### src/rtl/cla_nibble_serial_adder_pkg.sv
// Shared definitions for the nibble-serial CLA adder.
//   state_t  : control FSM states (IDLE / RUN / DONE)
//   NIBBLE_W : slice width, fixed at 4 bits
//   clog2()  : counter width for the nibble index
package cla_nibble_serial_adder_pkg;

    localparam int NIBBLE_W = 4;

    typedef enum logic [1:0] {
        IDLE = 2'd0,
        RUN  = 2'd1,
        DONE = 2'd2
    } state_t;

    // Smallest r with 2**r >= n. Callers pass n >= 2, so the result is at least 1.
    function automatic int clog2(input int n);
        int r;
        r = 0;
        for (int i = 0; i < 31; i++) begin
            if ((1 << r) < n) r = r + 1;
        end
        return r;
    endfunction

endpackage

### src/rtl/cla_nibble_serial_adder_cla4_slice.sv
// Combinational 4-bit carry-lookahead slice.
//   a4, b4 : nibble operands
//   ci     : carry into bit 0
//   s4     : nibble sum
//   co     : carry out of bit 3
//   c3     : carry into bit 3 (used for signed overflow on the MSB nibble)
module cla4_slice
    import cla_nibble_serial_adder_pkg::*;
(
    input  logic [NIBBLE_W-1:0] a4,
    input  logic [NIBBLE_W-1:0] b4,
    input  logic                ci,
    output logic [NIBBLE_W-1:0] s4,
    output logic                co,
    output logic                c3
);

    logic [3:0] w_g;
    logic [3:0] w_p;
    logic [4:0] w_c;

    assign w_g = a4 & b4;
    assign w_p = a4 ^ b4;

    // Every carry is a flat sum of products of g/p and ci: no ripple inside the slice.
    assign w_c[0] = ci;
    assign w_c[1] = w_g[0] | (w_p[0] & ci);
    assign w_c[2] = w_g[1] | (w_p[1] & w_g[0]) | (w_p[1] & w_p[0] & ci);
    assign w_c[3] = w_g[2] | (w_p[2] & w_g[1]) | (w_p[2] & w_p[1] & w_g[0])
                  | (w_p[2] & w_p[1] & w_p[0] & ci);
    assign w_c[4] = w_g[3] | (w_p[3] & w_g[2]) | (w_p[3] & w_p[2] & w_g[1])
                  | (w_p[3] & w_p[2] & w_p[1] & w_g[0])
                  | (w_p[3] & w_p[2] & w_p[1] & w_p[0] & ci);

    assign s4 = w_p ^ w_c[3:0];
    assign co = w_c[4];
    assign c3 = w_c[3];

endmodule

### src/rtl/cla_nibble_serial_adder.sv
// Nibble-serial adder: one 4-bit CLA slice is reused for NIBBLES cycles.
// The carry between nibbles passes only through r_carry.
//   clk, rst_n          : clock, async active-low reset
//   in_valid / in_ready : operand handshake (a, b, cin)
//   out_valid/out_ready : result handshake (sum, cout, ovf), all registered
// Only one transaction is in flight. The result is held in DONE until taken.
module cla_nibble_serial_adder
    import cla_nibble_serial_adder_pkg::*;
#(
    parameter int NIBBLES = 4
) (
    input  logic                      clk,
    input  logic                      rst_n,
    input  logic                      in_valid,
    output logic                      in_ready,
    input  logic [NIBBLE_W*NIBBLES-1:0] a,
    input  logic [NIBBLE_W*NIBBLES-1:0] b,
    input  logic                      cin,
    output logic                      out_valid,
    input  logic                      out_ready,
    output logic [NIBBLE_W*NIBBLES-1:0] sum,
    output logic                      cout,
    output logic                      ovf
);

    localparam int W  = NIBBLE_W * NIBBLES;
    localparam int CW = clog2(NIBBLES);

    state_t              r_state;
    state_t              w_next;
    logic [W-1:0]        r_a;
    logic [W-1:0]        r_b;
    logic [W-1:0]        r_sum;
    logic                r_carry;
    logic                r_cout;
    logic                r_ovf;
    logic [CW-1:0]       r_cnt;

    logic                w_last;
    logic [NIBBLE_W-1:0] w_a4;
    logic [NIBBLE_W-1:0] w_b4;
    logic [NIBBLE_W-1:0] w_s4;
    logic                w_co;
    logic                w_c3;

    assign w_last = (r_cnt == CW'(NIBBLES - 1));
    assign w_a4   = r_a[int'(r_cnt) * NIBBLE_W +: NIBBLE_W];
    assign w_b4   = r_b[int'(r_cnt) * NIBBLE_W +: NIBBLE_W];

    cla4_slice u_slice (
        .a4 (w_a4),
        .b4 (w_b4),
        .ci (r_carry),
        .s4 (w_s4),
        .co (w_co),
        .c3 (w_c3)
    );

    always_ff @(posedge clk or negedge rst_n) begin
        if (!rst_n) r_state <= IDLE;
        else        r_state <= w_next;
    end

    always_comb begin
        w_next    = r_state;
        in_ready  = 1'b0;
        out_valid = 1'b0;
        case (r_state)
            IDLE: begin
                in_ready = 1'b1;
                if (in_valid) w_next = RUN;
            end
            RUN: begin
                if (w_last) w_next = DONE;
            end
            DONE: begin
                out_valid = 1'b1;
                if (out_ready) w_next = IDLE;
            end
            default: w_next = IDLE;
        endcase
    end

    always_ff @(posedge clk or negedge rst_n) begin
        if (!rst_n) begin
            r_a     <= '0;
            r_b     <= '0;
            r_sum   <= '0;
            r_carry <= 1'b0;
            r_cout  <= 1'b0;
            r_ovf   <= 1'b0;
            r_cnt   <= '0;
        end else begin
            case (r_state)
                IDLE: begin
                    if (in_valid) begin
                        r_a     <= a;
                        r_b     <= b;
                        r_carry <= cin;
                        r_cnt   <= '0;
                    end
                end
                RUN: begin
                    r_sum[int'(r_cnt) * NIBBLE_W +: NIBBLE_W] <= w_s4;
                    r_carry <= w_co;
                    if (w_last) begin
                        r_cnt  <= '0;
                        r_cout <= w_co;
                        // Overflow: carry into the MSB differs from carry out of it.
                        r_ovf  <= w_co ^ w_c3;
                    end else begin
                        r_cnt  <= r_cnt + CW'(1);
                    end
                end
                default: ;
            endcase
        end
    end

    assign sum  = r_sum;
    assign cout = r_cout;
    assign ovf  = r_ovf;

endmodule

### config.mk
export PLATFORM = sky130hd
export DESIGN_NAME = cla_nibble_serial_adder
export DESIGN_NICKNAME = d
export VERILOG_FILES = /design/src/rtl/cla_nibble_serial_adder_pkg.sv /design/src/rtl/cla_nibble_serial_adder_cla4_slice.sv /design/src/rtl/cla_nibble_serial_adder.sv
export SDC_FILE = /design/constraint.sdc
export NUM_CORES = 1
export LEC_CHECK = 0
export CAP_MARGIN = 20
export CORE_MARGIN = 5
export CORE_UTILIZATION = 28
export DETAILED_ROUTE_END_ITERATION = 10
export PLACE_DENSITY_LB_ADDON = 0.12
export SLEW_MARGIN = 20
export SYNTH_ARGS = -nofsm -noshare
export SYNTH_HDL_FRONTEND = slang
export SYNTH_SLANG_ARGS = --single-unit
### constraint.sdc
create_clock -name clk -period 2.5 [get_ports clk]
set_clock_uncertainty 0.15 [all_clocks]
set_input_delay 0.375 -clock clk [delete_from_list [all_inputs] [get_ports clk]]
set_output_delay 0.375 -clock clk [all_outputs]
set_load 0.005 [all_outputs]
Word level (Yosys, flattened, before mapping)
Cells that the tools add are included.

word-level totals
  bits in registers = 55
  latch bits = 0
  RAM bits = 0
  bits in read-only memories = 0
  output and inout bits = 20
  word-level logic and storage cells = 68
  memories kept = 0

cells by class
  add/sub/neg operators = 2
  multipliers = 0
  div/mod/pow operators = 0
  order comparisons = 0
  equal/unequal tests = 6
  shift-type cells = 4
  muxes and demuxes = 12
  bitwise operators = 30
  reduce and logical (&&, ||, !) cells = 6

operators by type and width
  kind                       number
  $neg A4 Y33                1
  $shift A4 B33 Y16 const A  1
  $shiftx A4 B33 Y16         1
  $shiftx A16 B5 Y4          2
  $and A1 B1 Y1              16
  $bwmux W16                 1
  $mux W2                    5
  $or A1 B1 Y1               10
  $xor A4 B4 Y4              2
  $ne A2 B2 Y1 const B       3
  $pmux W2 S3                1
  $reduce_and A2 Y1          3
  $and A4 B4 Y4              1
  $eq A2 B2 Y1 const B       2
  $pmux W2 S2                1
  $mux W1                    3
  $reduce_and A3 Y1          1
  $add A2 B1 Y2 const B      1
  $eq A2 B1 Y1 const B       1
  $logic_not A2 Y1           1
  $pmux W1 S2                1
  $reduce_bool A2 Y1         1
  $xor A1 B1 Y1              1

Depth between registers and ports, before layout
  word-level depth = 9
  depth in mapped cells = 7

Modules after synthesis
From an unflattened synthesis, not the netlist that was laid out.

second synthesis, totals
  cell total of the unflattened synthesis = 186
  area, all modules = 2597.5 um2

by module, submodules not included
  module                   instances  cells an instance  area each (um2)  sequential area each (um2)
  cla_nibble_serial_adder  1          168                2442.3           1376.3
  cla4_slice               1          18                 155.1            0.0

Least setup slack after synthesis
No wires, ideal clock.

  path kind = register to register
  start point = register r_cnt[0]
  end point = register r_sum[3] (netlist: sum[3])
  setup time = 0.121 ns
  arrival time = 2.215 ns
  slack = 0.014 ns
  stages on the path, launching flop included = 8
  buffers on the path = 1
  clock period less this slack = 2.486 ns
  path through = dfrtp_1 > buf_4 > mux4_2 > ha_1 > o21ai_0 > o21bai_2 > xor2_1 > a22o_1

between the ends
  word-level cells in the longest chain between the ends = 9
  elaborated cells between the ends (all ways) = 24
  those cells by class = add/sub (1); shift (4); mux (1); bitwise (18)

RTL lines
  item                                            line                                                                                text
  start: declaration                              cla_nibble_serial_adder.sv:37                                                       logic [CW-1:0] r_cnt;
  start signal: assignment                        cla_nibble_serial_adder.sv:112                                                      r_cnt <= r_cnt + CW'(1);
  $shiftx A16 B5 Y4, on equally long branches     cla_nibble_serial_adder.sv:47, cla_nibble_serial_adder.sv:48
  $xor A4 B4 Y4 or $and A4 B4 Y4 (tied branches)  cla_nibble_serial_adder_cla4_slice.sv:23, cla_nibble_serial_adder_cla4_slice.sv:22
  $and A1 B1 Y1, on equally long branches         cla_nibble_serial_adder_cla4_slice.sv:29, cla_nibble_serial_adder_cla4_slice.sv:30
  $or A1 B1 Y1 (tied with other cells)            cla_nibble_serial_adder_cla4_slice.sv:29                                            assign w_c[3] = w_g[2] | (w_p[2] & w_g[1]) | (w_p[2] & w_p[1] & w_g[0])
  $or A1 B1 Y1 or $and A1 B1 Y1 (tied branches)   cla_nibble_serial_adder_cla4_slice.sv:29, cla_nibble_serial_adder_cla4_slice.sv:30
  $or A1 B1 Y1                                    cla_nibble_serial_adder_cla4_slice.sv:30                                            | (w_p[2] & w_p[1] & w_p[0] & ci);
  $xor A4 B4 Y4                                   cla_nibble_serial_adder_cla4_slice.sv:35                                            assign s4 = w_p ^ w_c[3:0];
  $shiftx A4 B33 Y16                              cla_nibble_serial_adder.sv:104                                                      r_sum[int'(r_cnt) * NIBBLE_W +: NIBBLE_W] <= w_s4;
  $bwmux W16 *                                    cla_nibble_serial_adder.sv:104
  end signal: indexed assignment                  cla_nibble_serial_adder.sv:104
  end: declaration                                cla_nibble_serial_adder.sv:33                                                       logic [W-1:0] r_sum;

Every way passes the cells marked *; elsewhere a longest branch is shown, timed or not.
A chain may end at the register's enable or synchronous reset.

Worst setup path after layout
  start point = register r_cnt[0]
  end point = register r_sum[15] (netlist: sum[15])

The elaborated chain is that of the path after synthesis.

==> results.md <==
- Yosys warns: 0
- First-pass GRT wire length: 9.25 mm
- GR Overflow Total: 0
- Post-synth cell types: 33
- Ant diodes: 0
- Most area-hungry cell type in the Yosys netlist: dfrtp_1
- RSZ-0062 raised after global routing: yes
- Die area: about 0.012 mm2
- Largest family of logic cells by synthesized area: multiplexers
- Fin. max-slew vios: 0
- Final core occ: slightly below 40%
- Buffers on Ports: 56
- WL per Instance: ~15 um
- Max Clock Freq: between 0.4 and 0.5 GHz
- CTS max path bufs: 2
- Largest net degree at the start of global routing: 36
- Fin crit period: roughly 2.4 ns
- Gpl congestion: ~0.7
- Slew margin rel.: around 77%
- Synthesized area: about 0.0027 mm2
- Dpl hpwl: about 4.4 mm
- Vias in the first global route: approximately 1800
- Root Buffer: clkbuf_8
- Asr flop ratio synth: 100%
- DRC errors left: 0
- Post-DRT Antenna Nets: 0
- Clk sinks: 55
- Crit. End Element: register
- # rows: 35
- Via/cell ratio: approximately 4.3
- Clock slew seen by the registers of the worst setup and hold paths: 0.10 ns
- Final number of hold-violating endpoints: 0
- Worst Path Arrival: about 2.4 ns
- Worst-margin pin slew: 0.344 ns
- Pre-antenna DRT Iters: 4
- Area grow syn2layout: 34.3%
- Worst-skew pair later-pin latency: approximately 0.31 ns
- TritonCTS clock tree: done
- Yosys top cell area share: about 51%
- Leak Pwr: 1.55 nW
- Post-synth top flop: dfrtp_1
- Mux contribution to synthesized area: 24.3%
- CP required: 2.56 ns
- Syn Inst Count: approximately 180
- Via count: approximately 1700
- VDD IR max: just under 600 uV
- Max-capacitance violation count: 0
- Final setup violating endpoints: 0
- Initial antenna violation count: 0
- Crit start category: register
- TritonCTS buffer count: 5
- Starting Density: 28.9%
- # H-tree levels: 2
- Post-Synth Simple-Gate Area: 6.29%
- Final WL: 5.67 mm
- Register bit total from synthesis: 55
- Post-synth EDFFs: 0
- Die height: approximately 110 um
- Layout cell share with drive strength beyond 1: 29.6%
- XOR/XNOR Fraction of Synth Area: roughly 1.3%
- Post-synthesis net count: approximately 230
- Area of the core: 0.00928 mm2
- Mapped Avg Cell Area: 14.7 um2
- Status: finished, final reports clean
- Top Ports: 57
- Die W: approximately 110 um
- Crit path max fanout: 4
- Ratio of final minimum period to clock period: ~95%
- Hold_ws: 0.270 ns
- Total GRT Usage: between 10% and 20%
- Worst setup path class: register to register
- Final net count: about 300
- Iter 0 DRT Violations: 29
- Post-synthesis adder-cell area fraction: under 10%
- Post-synthesis sequential area ratio: 51.3%
- Pwr dens: ~1500 mW/mm2
- Post-synthesis compound-gate area fraction: roughly 8.5%
- Worst Hold Class: primary input to async pin
- Largest cells by area after synthesis: dfrtp_1 51%, mux2_4 15%, mux4_2 6.7%
## cells in the final DEF (no fill, tap or decap), types with 2 or more instances in the layout
cell type,n
a22o_1,11
buf_4,15
clkbuf_8,5
clkdlybuf4s50_1,55
dfrtp_1,55
ha_1,8
inv_1,3
mux2_2,5
mux2_4,27
mux4_2,8
nand2_1,14
nand2b_1,2
nand3b_1,2
nor2_1,5
nor2b_1,2
o21ai_0,5
o21ai_1,2
o21bai_1,2
o31ai_1,5
xor2_1,2
## registers in the layout, summed over array words and instances (netlist names)
name,flops
r_a,16
r_b,16
sum,16
r_cnt,2
r_state,2
cout,1
ovf,1
r_carry,1
## synth_stat cells, drive strengths merged, types with 3 or more instances
| cell | number |
|---|---|
| dfrtp | 55 |
| mux2 | 32 |
| nand2 | 15 |
| a22o | 11 |
| ha | 10 |
| mux4 | 8 |
| o21ai | 7 |
| buf | 6 |
| nor2 | 5 |
| o31ai | 5 |
| inv | 4 |
| o21bai | 3 |
## worst paths after layout
kind,cells past startpoint,slack (ns),to,startpoint
hold reg to reg,2,0.34,sum[1],sum[1]
setup reg to reg,8,0.13,sum[15],r_cnt[0]
max in group asynchronous,3,1.36,r_b[2],rst_n
hold / removal,2,0.27,sum[5],rst_n
min in group clk,2,0.34,sum[1],sum[1]
setup / recovery,8,0.13,sum[15],r_cnt[0]
## kinds of logic after synthesis
group / Yosys count
adder cells (fa/ha/maj): 11
AO/OA/AOI/OAI: 31
flip-flops: 55
AND/OR/NAND/NOR: 30
XOR/XNOR: 4
multiplexers: 41
buffers and inverters: 11
## metrics by stage
| step | power (W) | instance area (um2) | worst slack [ns] | setup TNS (ns) | instances |
|---|---|---|---|---|---|
| 6_report | 0.00526 | 3600 | 0.125 | 0 | 386 |
| 5_1_grt | 0.00567 | 3600 | -0.0128 | -0.0140 | 386 |
| 4_1_cts | 0.00521 | 3590 | 0.0191 | 0 | 386 |
| 3_5_place_dp | 0.00461 | 3470 | -0.0486 | -0.156 | 377 |
| 3_3_place_gp | 0.00460 | 3470 | 0.0274 | 0 | 377 |
| 2_1_floorplan | 0.00348 | 2680 | 0.0138 | 0 | 183 |
## critical path, cell delays in order, from the launching register on
cell and delay (ns):
dfrtp_1 0.38, buf_4 0.13, mux4_2 0.55, ha_4 0.27
a211oi_2 0.20, o21bai_2 0.10, xor2_1 0.15, buf_4 0.15
a22o_1 0.19
## final cells by class
cell class | count | area (um2)
multi-input combinational | 117 | 1270
fill | 947 | 5680
clock buffer | 6 | 72.6
inverter | 4 | 15.0
sequential | 55 | 1380
clock inverter | 2 | 12.5
timing repair buffer | 73 | 698
tap | 129 | 161
## power by group
part	switching, W	internal, W	total, W	leakage [nW]
Sequential	0.000239	0.00128	0.00152	0.684
Combinational	0.00144	0.00181	0.00325	0.825
Clock	0.000289	0.000197	0.000486	0.0412
Total	0.00196	0.00329	0.00526	1.55
## what timing repair did
action,in CTS,in global routing
hold buffers,1,0
pin swaps,1,3
hold endpoints to repair,6,0
resized for setup,3,6
setup buffers,0,0
cloned,0,0
endpoints found under the setup margin,5,8
## per-layer routing
layer	vias up	global-route usage, %	share of wire [%]
met3	9	2.58	4.5
met4	0	3.34	1.2
li1	812	-	-
met2	40	15.5	47
met1	794	14.5	48
met5	-	0	0
(Power assumes the default switching activity.)
